`config.mk`:
```
export PLATFORM = sky130hd
export DESIGN_NAME = sram_arbiter
export DESIGN_NICKNAME = d
export VERILOG_FILES = /design/src/rtl/sram_arbiter.sv
export SDC_FILE = /design/constraint.sdc
export NUM_CORES = 1
export LEC_CHECK = 0
export BUFFER_PORTS_ARGS = -buffer_cell sky130_fd_sc_hd__buf_2
export CAP_MARGIN = 30
export CORE_AREA = 2 2 85 87
export CTS_CLUSTER_SIZE = 25
export DETAILED_ROUTE_END_ITERATION = 16
export DIE_AREA = 0 0 87 89
export PLACE_DENSITY = 0.59
export SLEW_MARGIN = 20
export SYNTH_ARGS = -nofsm -noshare
export SYNTH_HDL_FRONTEND = slang
export SYNTH_SLANG_ARGS = --single-unit
```
`constraint.sdc`:
```
create_clock -name CLK -period 2 [get_ports CLK]
set_clock_uncertainty 0.15 [all_clocks]
set_input_delay 0.1 -clock CLK [delete_from_list [all_inputs] [get_ports CLK]]
set_output_delay 0.1 -clock CLK [all_outputs]
set_load 0.02 [all_outputs]
```
`src/rtl/sram_arbiter.sv`:
```
// sram_arbiter: round-robin sharing of one single-port synchronous SRAM between two requesters
// Ports: CLK/RST (async, active high); per port x: REQx/WEx/LOCKx/Ax/DIx in, GNTx/RVALIDx/RDATAx out;
// SRAM side: CSN/WEN/A/DI out (active-low CSN/WEN), DOUT in (1-cycle read latency).
module sram_arbiter #(
  parameter int BW = 32,
  parameter int AW = 4,
  parameter int MAX_LOCK = 4
) (
  input  logic          CLK,
  input  logic          RST,
  input  logic          REQ0,
  input  logic          REQ1,
  input  logic          WE0,
  input  logic          WE1,
  input  logic          LOCK0,
  input  logic          LOCK1,
  input  logic [AW-1:0] A0,
  input  logic [AW-1:0] A1,
  input  logic [BW-1:0] DI0,
  input  logic [BW-1:0] DI1,
  output logic          GNT0,
  output logic          GNT1,
  output logic          RVALID0,
  output logic          RVALID1,
  output logic [BW-1:0] RDATA0,
  output logic [BW-1:0] RDATA1,
  output logic          CSN,
  output logic          WEN,
  output logic [AW-1:0] A,
  output logic [BW-1:0] DI,
  input  logic [BW-1:0] DOUT
);
  localparam int LW = MAX_LOCK > 1 ? $clog2(MAX_LOCK) : 1;
  localparam logic [LW-1:0] LMAX = LW'(MAX_LOCK - 1);
  logic          ptr;
  logic [LW-1:0] lcnt;
  logic          rpend;
  logic          rport;
  logic          gnt;
  logic          sel;
  logic          we_sel;
  logic          hold;
  // Grants are gated by RST so nothing reaches the SRAM while reset is held.
  assign GNT0   = ~RST & REQ0 & (~REQ1 | ~ptr);
  assign GNT1   = ~RST & REQ1 & (~REQ0 | ptr);
  assign gnt    = GNT0 | GNT1;
  // With no grant sel is 0, so the SRAM bus idles on the port-0 values.
  assign sel    = GNT1;
  assign we_sel = sel ? WE1 : WE0;
  assign hold   = (sel ? LOCK1 : LOCK0) && lcnt < LMAX;
  assign CSN    = ~gnt;
  assign WEN    = ~we_sel;
  assign A      = sel ? A1 : A0;
  assign DI     = sel ? DI1 : DI0;
  assign RVALID0 = rpend & ~rport;
  assign RVALID1 = rpend & rport;
  assign RDATA0  = DOUT;
  assign RDATA1  = DOUT;
  always_ff @(posedge CLK or posedge RST) begin
    if (RST) begin
      ptr   <= 1'b0;
      lcnt  <= '0;
      rpend <= 1'b0;
      rport <= 1'b0;
    end else begin
      ptr   <= gnt ? (hold ? sel : ~sel) : ptr;
      lcnt  <= gnt && hold ? lcnt + LW'(1) : '0;
      rpend <= gnt & ~we_sel;
      rport <= sel;
    end
  end
endmodule

```
======== Word level (Yosys, flattened, before mapping) ========
Cells that the tools add are included.
word-level totals
  register bits after elaboration ......... 5
  bits of input ports ..................... 112
  output and inout bits ................... 106
  word-level logic and storage cells ...... 32
cells by class
  add/subtract/negate cells ............... 1
  $lt $le $gt $ge ......................... 1
  mux-type cells .......................... 6
  bitwise gates (word level) .............. 18
  reductions and logical operators ........ 2
operators with widths
  cell                   number
  $mux W32               1
  $not A1 Y1             8
  $and A1 B1 Y1          7
  $mux W4                1
  $mux W1                3
  $or A1 B1 Y1           3
  $add A2 B1 Y2 const B  1
  $logic_and A1 B1 Y1    2
  $lt A2 B2 Y1 const B   1
  $mux W2                1

======== Logic depth before layout (Yosys ltp) ========
Gate-level depths: netlist of run 1.
  depth in word-level cells ............... 7
  mapped depth ............................ 4
  mapped depth without buffers ............ 4

======== Worst setup path before layout of run 1 ========
Ideal clock, no wire load.
  path type ............................... reg-to-output
  from .................................... register ptr
  to ...................................... output A[0]
  data arrival time ....................... 1162 ps
  setup slack ............................. 588 ps
  stages on the path, launching flop included .. 5
  cell sequence ........................... dfrtp_1 nand2b_4 nand2_8 buf_12 mux2_4
between the ends
  longest elaborated chain between the ends .. 3
ends and longest elaborated chain
  item                    line  text
  from (decl)             35    logic ptr;
  from (signal assigned)  66    ptr <= gnt ? (hold ? sel : ~sel) : ptr;
  $or A1 B1 Y1            45    assign GNT1 = ~RST & REQ1 & (~REQ0 | ptr);
  $and A1 B1 Y1           45
  $mux W4                 53    assign A = sel ? A1 : A0;
  to (decl)               29    output logic [AW-1:0] A,
No other way between the ends.

======== Worst setup path in the final report of run 1 ========
  from .................................... register ptr
  to ...................................... output DI[20]
between the ends
  longest elaborated chain between the ends .. 3
ends and longest elaborated chain
  item           line  text
  $or A1 B1 Y1   45
  $and A1 B1 Y1  45
  $mux W32       54    assign DI = sel ? DI1 : DI0;
  to (decl)      30    output logic [BW-1:0] DI,
No other way between the ends.

==> results.py, run 1 <==
metrics = {
    "synth": {
        "synth_top_area_share_pct": 34.9,
        "synthCells": 135,
        "synth-edff-count": 0,
        "synth_flop_cell": "dfrtp_1",
        "synth-seq-cells": 5,
        "yosysWarnings": 0,
        "synth_area_sq_um": 1380,
        "yosysMostFrequentCell": "buf_4",
        "ys_types": 26,
        "synthArstFlopShare_pct": 100,
        "yosysSeqAreaShare_pct": 9.08,
        "postSynthNetCount": 248,
        "synth.avg_cell_area_sq_um": 10.2,
        "synthTopCellsByArea": "buf_4 (35%), mux2_4 (32%), dfrtp_1 (9.1%)",
        "yosysTopAreaCell": "buf_4",
        "synth_common_cells": "buf_4 (64), mux2_4 (29), mux2_2 (7)",
    },
    "global_route": {
        "grt_max_degree": 38,
        "use_met1_pct": 7.93,
        "grt_usage_pct": 7.37,
        "grt.busiest_layer": "met2",
        "grt_pass1_wl_um": 4440,
        "antenna_found_initial": 0,
        "grt_pass1_vias": 1015,
        "grt_use_met2_pct": 12.7,
        "grt_use_met3_pct": 3.14,
        "grt-ovfl-total": 0,
    },
    "floorplanning": {
        "rows": 30,
        "core_region_area_sq_um": 6720,
        "num_io_pins": 218,
        "die-area_sq_um": 7740,
        "die_x_um": 87,
        "die_h_um": 89,
        "initial_core_util_pct": 20.5,
    },
    "detailed_routing": {
        "drtIter0Drc": 22,
        "drc": 0,
        "vias": 1106,
        "drt_wl_total_um": 3550,
        "vias_per_cell": 4.01,
        "ant_nets": 0,
        "first_pass_iters": 5,
        "wl_per_cell_um": 12.8,
    },
    "worst_setup_path": {
        "start_kind": "flip-flop",
        "r2r_start": "ptr",
        "crit_type": "reg2out",
        "cp_top_family": "simple AND/OR/NAND/NOR gates",
        "cp_num_buf_inv": 1,
        "crit_end": "DI[20]",
        "r2r-end": "lcnt[1]",
        "worstPathMaxFanout": 18,
        "path_cells": "nand2b_4 > nand2_4 > mux2_4 > buf_2",
        "crit_start": "ptr",
        "worstPathRequired_ps": 1750,
        "cp.arrival_ps": 1650,
        "cp_num_cells": 4,
        "worstSetupEndpointType": "primary output",
        "cp_slowest_cell": "dfrtp_1",
        "regToRegSetupSlack_ps": 610,
        "cpPeakStageDelay_ps": 400,
        "r2r_cells": 3,
    },
    "layout": {
        "diodes": 0,
        "area_growth_pct": 17.5,
        "regArea_sq_um": 125,
        "multiInputGateArea_sq_um": 712,
        "nNetsFinal": 310,
        "fill_cells": 716,
        "layout-drive-gt1-share_pct": 83.7,
    },
    "sta": {
        "fin_crit_ps": 1900,
        "worst_slew_pin_slew_ps": 420,
        "rsz0062_at_grt": "false",
        "slew_viol_final": 0,
        "setup_viol": 0,
        "max_freq_ghz": 0.525,
        "finalHoldViolCount": 0,
        "slew_headroom_pct": 72.0,
        "tns_ps": 0,
        "period_share_pct": 95.2,
    },
    "power_and_ir_drop": {
        "peakVddDrop_v": 0.000192,
        "leakage_nw": 0.965,
        "finalPower_mw": 0.706,
        "power_density_nw_per_um2": 436,
    },
    "placed_design": {
        "hpwl_um": 2840,
        "gp_congestion": 0.774,
        "io_buffers": 121,
    },
    "clock_tree": {
        "post_cts.repair.setup_buffers": 0,
        "h-tree-depth": 1,
        "cts.sinks": 5,
        "cts_tree": "done",
        "root_buffer": "clkbuf_8",
        "clockBufferDepth": 2,
        "numCtsBuffers": 3,
        "cts.clk_slew.worst_paths_ps": 40,
        "insertion_delay_ps": 220,
    },
    "outcome": {
        "outcome": "finished, final reports clean",
    },
    "worst_hold_path": {
        "min_path_type": "in2reg",
    },
    "flow_run": {
        "maxCapViolations": 0,
    },
}
-- state kept, by name (all words and copies together) (netlist names) --
register / cells
ptr: 1
rpend: 1
lcnt: 2
rport: 1
-- per-layer routing --
metal,part of all wire (%),vias to the layer above
li1,-,515
met1,37,475
met2,48,107
met3,14,9
met4,1.1,0
met5,0,-
-- through the flow --
| step | utilization (%) | std cells | area, sq um | hold slack (ps) | setup slack (ps) |
|---|---|---|---|---|---|
| after global routing | 24.1 | 276 | 1620 | 50.0 | 16.4 |
| after global placement | 23.0 | 269 | 1540 | -109 | 333 |
| final | 24.1 | 276 | 1620 | 33.6 | 95.7 |
| after floorplan | - | 135 | 1380 | -266 | 588 |
| after CTS | 23.9 | 275 | 1610 | 30.0 | 48.7 |
| after detailed placement | 23.0 | 269 | 1540 | -105 | 286 |
-- final cells by class --
| cell class | instances | share of cell area [%] |
|---|---|---|
| timing repair buffer | 123 | 38.6 |
| inverter | 3 | 0.696 |
| sequential | 5 | 7.73 |
| clock buffer | 4 | 2.78 |
| multi-input combinational | 61 | 44.0 |
| tap | 80 | 6.18 |
-- what timing repair did --
item                                    4_1_cts  5_1_grt
endpoints found under the setup margin        0        6
hold buffers                                  2        0
resized for setup                             0        0
endpoints found under the hold margin         6        0
-- cell usage in the layout (no fill, tap or decap) --
cell           netlist  final
buf_2                0    121
mux2_4              29     29
mux2_2               7      7
dfrtp_1              5      5
inv_1                3      3
clkbuf_8             0      3
nand2b_1             2      2
nor2b_1              2      2
nand2_1              2      2
a2111oi_1            2      2
dlygate4sd3_1        0      2
o21bai_1             1      1
and2b_1              1      1
nor3_1               1      1
and2b_4              1      1
nand2b_4             1      1
a21oi_1              1      1
o31ai_1              1      1
nand2_8              1      1
and3_1               1      1
nand3_1              1      1
o21ai_0              1      1
and2_1               1      1
a21boi_0             1      1
a31oi_1              1      1
a311oi_1             1      1
ha_1                 1      1
clkbuf_1             0      1
nand2_4              0      1
-- power breakdown --
part / switching (mW) / internal, mW
Sequential: 0.00473 / 0.109
Clock: 0.0497 / 0.137
Combinational: 0.200 / 0.206
-- worst min path at each step --
stage / from / to / slack, ps / cells after the start
floorplan: RST / lcnt[0] / -270 / 1
global placement: RST / rpend / -110 / 2
detailed placement: RST / ptr / -110 / 2
CTS: LOCK1 / lcnt[1] / 30 / 3
global route: DOUT[4] / RDATA0[4] / 50 / 0
finish: LOCK1 / lcnt[1] / 30 / 3
-- logic make-up (layout without fill, tap and decap cells) --
kind of cell    count (synthesis)  count (layout)  synth area share [%]
simple gates                   14              15                  7.72
mux                            36              36                  37.3
compound gates                  9               9                  4.91
fa+ha+maj                       1               1                 0.908
buf+inv                        70             130                  40.1
flops                           5               5                  9.08
-- worst min-delay path, stage by stage --
cell and delay [ps]:
buf_2 100, nand3_1 80, a2111oi_1 70
Power figures use the tool's default switching activity.
==> run 2: changes to the inputs <==
Settings changed: CTS_BUF_LIST set to sky130_fd_sc_hd__clkbuf_4 sky130_fd_sc_hd__clkbuf_8.
==> run 2 against run 1 <==
Against the previous run:
- worst setup slack unchanged
- largest cell class unchanged
- hold slack is the same
- global-route usage is the same
- clock power is 7% higher
- critical path depth stayed put
- sequential share of layout area hardly changed
- cell count stayed put
- via count stayed put
- total power is 1.9% higher
==> results.py, run 2 (synthesis gave the netlist of run 1 again) <==
metrics = {
    "layout": {
        "fill_cells": 714,
        "area_growth_pct": 17.8,
        "layout-drive-gt1-share_pct": 84.2,
        "mostFrequentLayoutCell": "buf_2",
        "nNetsFinal": 310,
        "final_cells": 276,
        "diodes": 0,
        "mostFrequentLayoutCells": "buf_2 (121), mux2_4 (29), mux2_2 (7)",
        "largest_register_ffs": 2,
        "top_register": "lcnt",
    },
    "floorplanning": {
        "die_h_um": 89,
        "rows": 30,
        "die-area_sq_um": 7740,
        "core_region_area_sq_um": 6720,
        "num_io_pins": 218,
        "die_x_um": 87,
        "initial_core_util_pct": 20.5,
    },
    "sta": {
        "rsz0062_at_grt": "false",
        "hold_slack_ps": 33.6,
        "worst_slew_pin_slew_ps": 420,
        "finalHoldViolCount": 0,
        "setup_viol": 0,
        "fin_crit_ps": 1900,
        "period_share_pct": 95.2,
        "slew_viol_final": 0,
        "finalWorstSetupSlack_ps": 95.7,
        "max_freq_ghz": 0.525,
        "tns_ps": 0,
        "slew_headroom_pct": 72.0,
    },
    "power_and_ir_drop": {
        "peakVddDrop_v": 0.000192,
        "leakage_nw": 0.968,
        "finalPower_mw": 0.720,
        "power_density_nw_per_um2": 443,
    },
    "clock_tree": {
        "cts_tree": "done",
        "clockBufferDepth": 2,
        "numCtsBuffers": 3,
        "cts.sinks": 5,
        "h-tree-depth": 1,
        "insertion_delay_ps": 220,
        "cts.clk_slew.worst_paths_ps": 40,
        "root_buffer": "clkbuf_8",
        "cts_resized": 0,
    },
    "worst_setup_path": {
        "crit_type": "reg2out",
        "r2r_cells": 3,
        "r2r-end": "lcnt[1]",
        "worstPathRequired_ps": 1750,
        "r2r_start": "ptr",
        "start_kind": "flip-flop",
        "worstSetupEndpointType": "primary output",
        "regToRegSetupSlack_ps": 610,
        "cp.arrival_ps": 1650,
        "worstPathMaxFanout": 18,
    },
    "detailed_routing": {
        "vias": 1106,
        "wl_per_cell_um": 12.9,
        "drt_wl_total_um": 3550,
        "drc": 0,
        "vias_per_cell": 4.01,
        "first_pass_iters": 5,
        "ant_nets": 0,
        "drtIter0Drc": 22,
    },
    "placed_design": {
        "pre_cts_ws_ps": 286,
        "place_inst": 269,
        "hpwl_um": 2840,
        "gp_congestion": 0.774,
        "io_buffers": 121,
    },
    "global_route": {
        "grt_pass1_wl_um": 4440,
        "grt_pass1_vias": 1015,
        "grt_max_degree": 38,
        "grt-ovfl-total": 0,
        "antenna_found_initial": 0,
        "grt_usage_pct": 7.37,
    },
    "worst_hold_path": {
        "min_path_cells": 3,
        "worstHoldStart": "LOCK1",
        "whs_endpoint": "lcnt[1]",
        "min_path_type": "in2reg",
    },
    "outcome": {
        "outcome": "finished, final reports clean",
    },
    "flow_run": {
        "maxCapViolations": 0,
    },
}
[run 2: changes by cell type in the layout (fill, tap and decap cells not counted)]
cell / previous run / this run
clkbuf_4: 0 / 1
clkbuf_1: 1 / 0
[run 2: per-stage QoR]
stage          utilization [%]  cell area, sq um
2_1_floorplan                -              1380
3_3_place_gp              23.0              1540
3_5_place_dp              23.0              1540
4_1_cts                   24.0              1610
5_1_grt                   24.2              1620
6_report                  24.2              1620
[run 2: worst max-delay path by stage]
| stage | from | slack, ps | to |
|---|---|---|---|
| after floorplan | ptr | 590 | A[0] |
| after global placement | ptr | 330 | DI[27] |
| after detailed placement | ptr | 290 | DI[27] |
| after CTS | ptr | 50 | DI[27] |
| after global routing | ptr | 20 | DI[17] |
| final | ptr | 100 | DI[20] |
[run 2: critical path, stage by stage (launching register included)]
cell and delay [ps]:
dfrtp_1 400, nand2b_4 220, nand2_4 320, mux2_4 330, buf_2 160
[run 2: layout make-up]
cell class / count / area (sq um) / share of cell area [%]
Sequential cell: 5 / 125 / 7.71
Timing Repair Buffer: 123 / 626 / 38.6
Multi-Input combinational cell: 61 / 712 / 43.9
Tap cell: 80 / 100 / 6.17
Clock buffer: 4 / 48.8 / 3.01
Inverter: 3 / 11.3 / 0.694
[run 2: routing by layer]
layer / wire length, um / vias to the layer above / global-route usage, %
li1: - / 515 / -
met3: 502 / 9 / 3.14
met4: 40 / 0 / 3.13
met2: 1690 / 107 / 12.7
met5: 0 / - / 0
met1: 1310 / 475 / 7.93
[run 2: what timing repair did]
action / 4_1_cts / 5_1_grt
hold buffers: 2 / 0
setup endpoints to repair: 0 / 6
endpoints found under the hold margin: 6 / 0
buffers inserted: 0 / 0
[run 2: power breakdown]
group	switching (mW)	internal (mW)	leakage, nW	total (mW)
registers	0.00473	0.109	0.0657	0.114
logic	0.200	0.206	0.876	0.406
clock network	0.0498	0.150	0.0262	0.200
total	0.254	0.466	0.968	0.720
==> run 3: changes to the inputs <==
Settings changed: CTS_CLUSTER_SIZE 25 to unset.
Clock period 2 ns to 2.4 ns, I/O delays scaled along.
==> run 3 against run 2 <==
Against the previous run:
- register-to-register slack improved by 370 ps
- total power decreased by 17%
- sequential power decreased by 17%
- hold slack improved by 12 ps
- critical endpoint is now A[2]
==> results.py, run 3 (synthesis gave the netlist of run 1 again) <==
metrics = {
    "layout": {
        "diodes": 0,
        "final_cells": 275,
        "largest_register_ffs": 2,
        "area_growth_pct": 17.0,
        "fill_cells": 726,
        "nNetsFinal": 309,
        "postLayoutCoreUtil_pct": 24.0,
        "mostFrequentLayoutCells": "buf_2 (121), mux2_4 (29), mux2_2 (7)",
        "top_register": "lcnt",
        "fin_area_sq_um": 1610,
        "layout-drive-gt1-share_pct": 84.1,
        "mostFrequentLayoutCell": "buf_2",
    },
    "placed_design": {
        "pre_cts_ws_ps": 672,
        "io_buffers": 121,
        "hpwl_um": 2880,
        "place_area_sq_um": 1540,
        "place_inst": 269,
        "gp_congestion": 0.774,
    },
    "global_route": {
        "grt-ovfl-total": 0,
        "grt_max_degree": 38,
        "antenna_found_initial": 0,
        "grt_pass1_wl_um": 4620,
        "use_met1_pct": 8.93,
        "grt_pass1_vias": 1034,
        "grt_usage_pct": 7.66,
        "grt_use_met3_pct": 2.86,
        "grt.busiest_layer": "met2",
        "grt_use_met2_pct": 12.9,
    },
    "power_and_ir_drop": {
        "leakage_nw": 0.963,
        "peakVddDrop_v": 0.000135,
        "combPwrFrac_pct": 56.0,
        "netSwitchingPower_mw": 0.209,
        "power_density_nw_per_um2": 370,
        "p_clk_share_pct": 28.1,
        "internal_power_mw": 0.387,
        "p_seq_share_pct": 15.9,
        "switching_share_pct": 35.0,
        "finalPower_mw": 0.596,
    },
    "detailed_routing": {
        "drtIter0Drc": 9,
        "first_pass_iters": 4,
        "wl_per_cell_um": 12.3,
        "ant_nets": 0,
        "drt_wl_total_um": 3380,
        "vias_per_cell": 4.01,
        "drc": 0,
        "vias": 1103,
    },
    "worst_setup_path": {
        "crit_start": "RST",
        "start_kind": "input pin",
        "r2r_cells": 3,
        "regToRegSetupSlack_ps": 980,
        "worstPathRequired_ps": 2130,
        "cpPeakStageDelay_ps": 540,
        "r2r_start": "ptr",
        "crit_end": "A[2]",
        "cp_slowest_cell": "dlygate4sd3_1",
        "cp.arrival_ps": 1910,
        "path_cells": "dlygate4sd3_1 > buf_2 > and2b_4 > nand2_8 > mux2_4 > buf_2",
        "worst_path_most_repeated_cell": "buf_2",
        "crit_type": "in2out",
        "worstPathMaxFanout": 37,
        "worstSetupEndpointType": "primary output",
        "r2r-end": "lcnt[1]",
    },
    "clock_tree": {
        "cts.sinks": 5,
        "numCtsBuffers": 3,
        "clockBufferDepth": 2,
        "h-tree-depth": 1,
        "cts.clk_slew.worst_paths_ps": 40,
        "post_cts.repair.setup_buffers": 0,
        "insertion_delay_ps": 220,
        "root_buffer": "clkbuf_8",
        "cts_tree": "done",
        "cts_hold_buf": 2,
        "cts_resized": 0,
    },
    "sta": {
        "rsz0062_at_grt": "false",
        "worst_slew_pin_slew_ps": 428,
        "hold_slack_ps": 45.7,
        "slew_viol_final": 0,
        "slew_headroom_pct": 71.4,
        "fin_crit_ps": 2180,
        "tns_ps": 0,
        "period_share_pct": 90.8,
        "finalHoldViolCount": 0,
        "max_freq_ghz": 0.459,
        "setup_viol": 0,
        "finalWorstSetupSlack_ps": 221,
    },
    "floorplanning": {
        "die_h_um": 89,
        "core_region_area_sq_um": 6720,
        "die-area_sq_um": 7740,
        "rows": 30,
        "die_x_um": 87,
        "initial_core_util_pct": 20.5,
        "num_io_pins": 218,
    },
    "worst_hold_path": {
        "min_path_type": "in2reg",
    },
    "outcome": {
        "outcome": "finished, final reports clean",
    },
    "flow_run": {
        "maxCapViolations": 0,
    },
}
==> run 3: worst min path at each step <==
stage / startpoint / end / slack [ps] / cells after the start
2_1_floorplan: RST / lcnt[0] / -250 / 1
3_3_place_gp: RST / rpend / -90 / 2
3_5_place_dp: RST / ptr / -80 / 2
4_1_cts: LOCK1 / lcnt[0] / 40 / 3
5_1_grt: DOUT[4] / RDATA0[4] / 90 / 0
6_report: LOCK1 / lcnt[0] / 50 / 3
==> run 3: power groups by stage <==
| stage | Clock, mW | Sequential [mW] | Combinational (mW) |
|---|---|---|---|
| after floorplan | 0 | 0.0947 | 0.376 |
| final | 0.167 | 0.0946 | 0.334 |
| after CTS | 0.172 | 0.0947 | 0.338 |
| after global routing | 0.179 | 0.0958 | 0.359 |
| after detailed placement | 0 | 0.0957 | 0.335 |
| after global placement | 0 | 0.0953 | 0.332 |
==> run 3: metal layers <==
metal / routed length (um) / vias up
met1: 1280 / 471
met3: 475 / 9
met4: 40 / 0
li1: - / 514
met2: 1570 / 109
met5: 0 / -
==> run 3: layout make-up <==
class                      instances  area (sq um)  share of cell area, %
timing repair buffer             123           626                   38.8
clock buffer                       4          48.8                   3.03
inverter                           3          11.3                  0.699
multi-input combinational         60           701                   43.5
tap                               80           100                   6.21
sequential                         5           125                   7.76
==> run 3: worst max-delay path, delay by kind of cell <==
family / cells / cell delay [ps]
mux: 1 / 370
buf+inv: 3 / 850
simple gates: 2 / 550
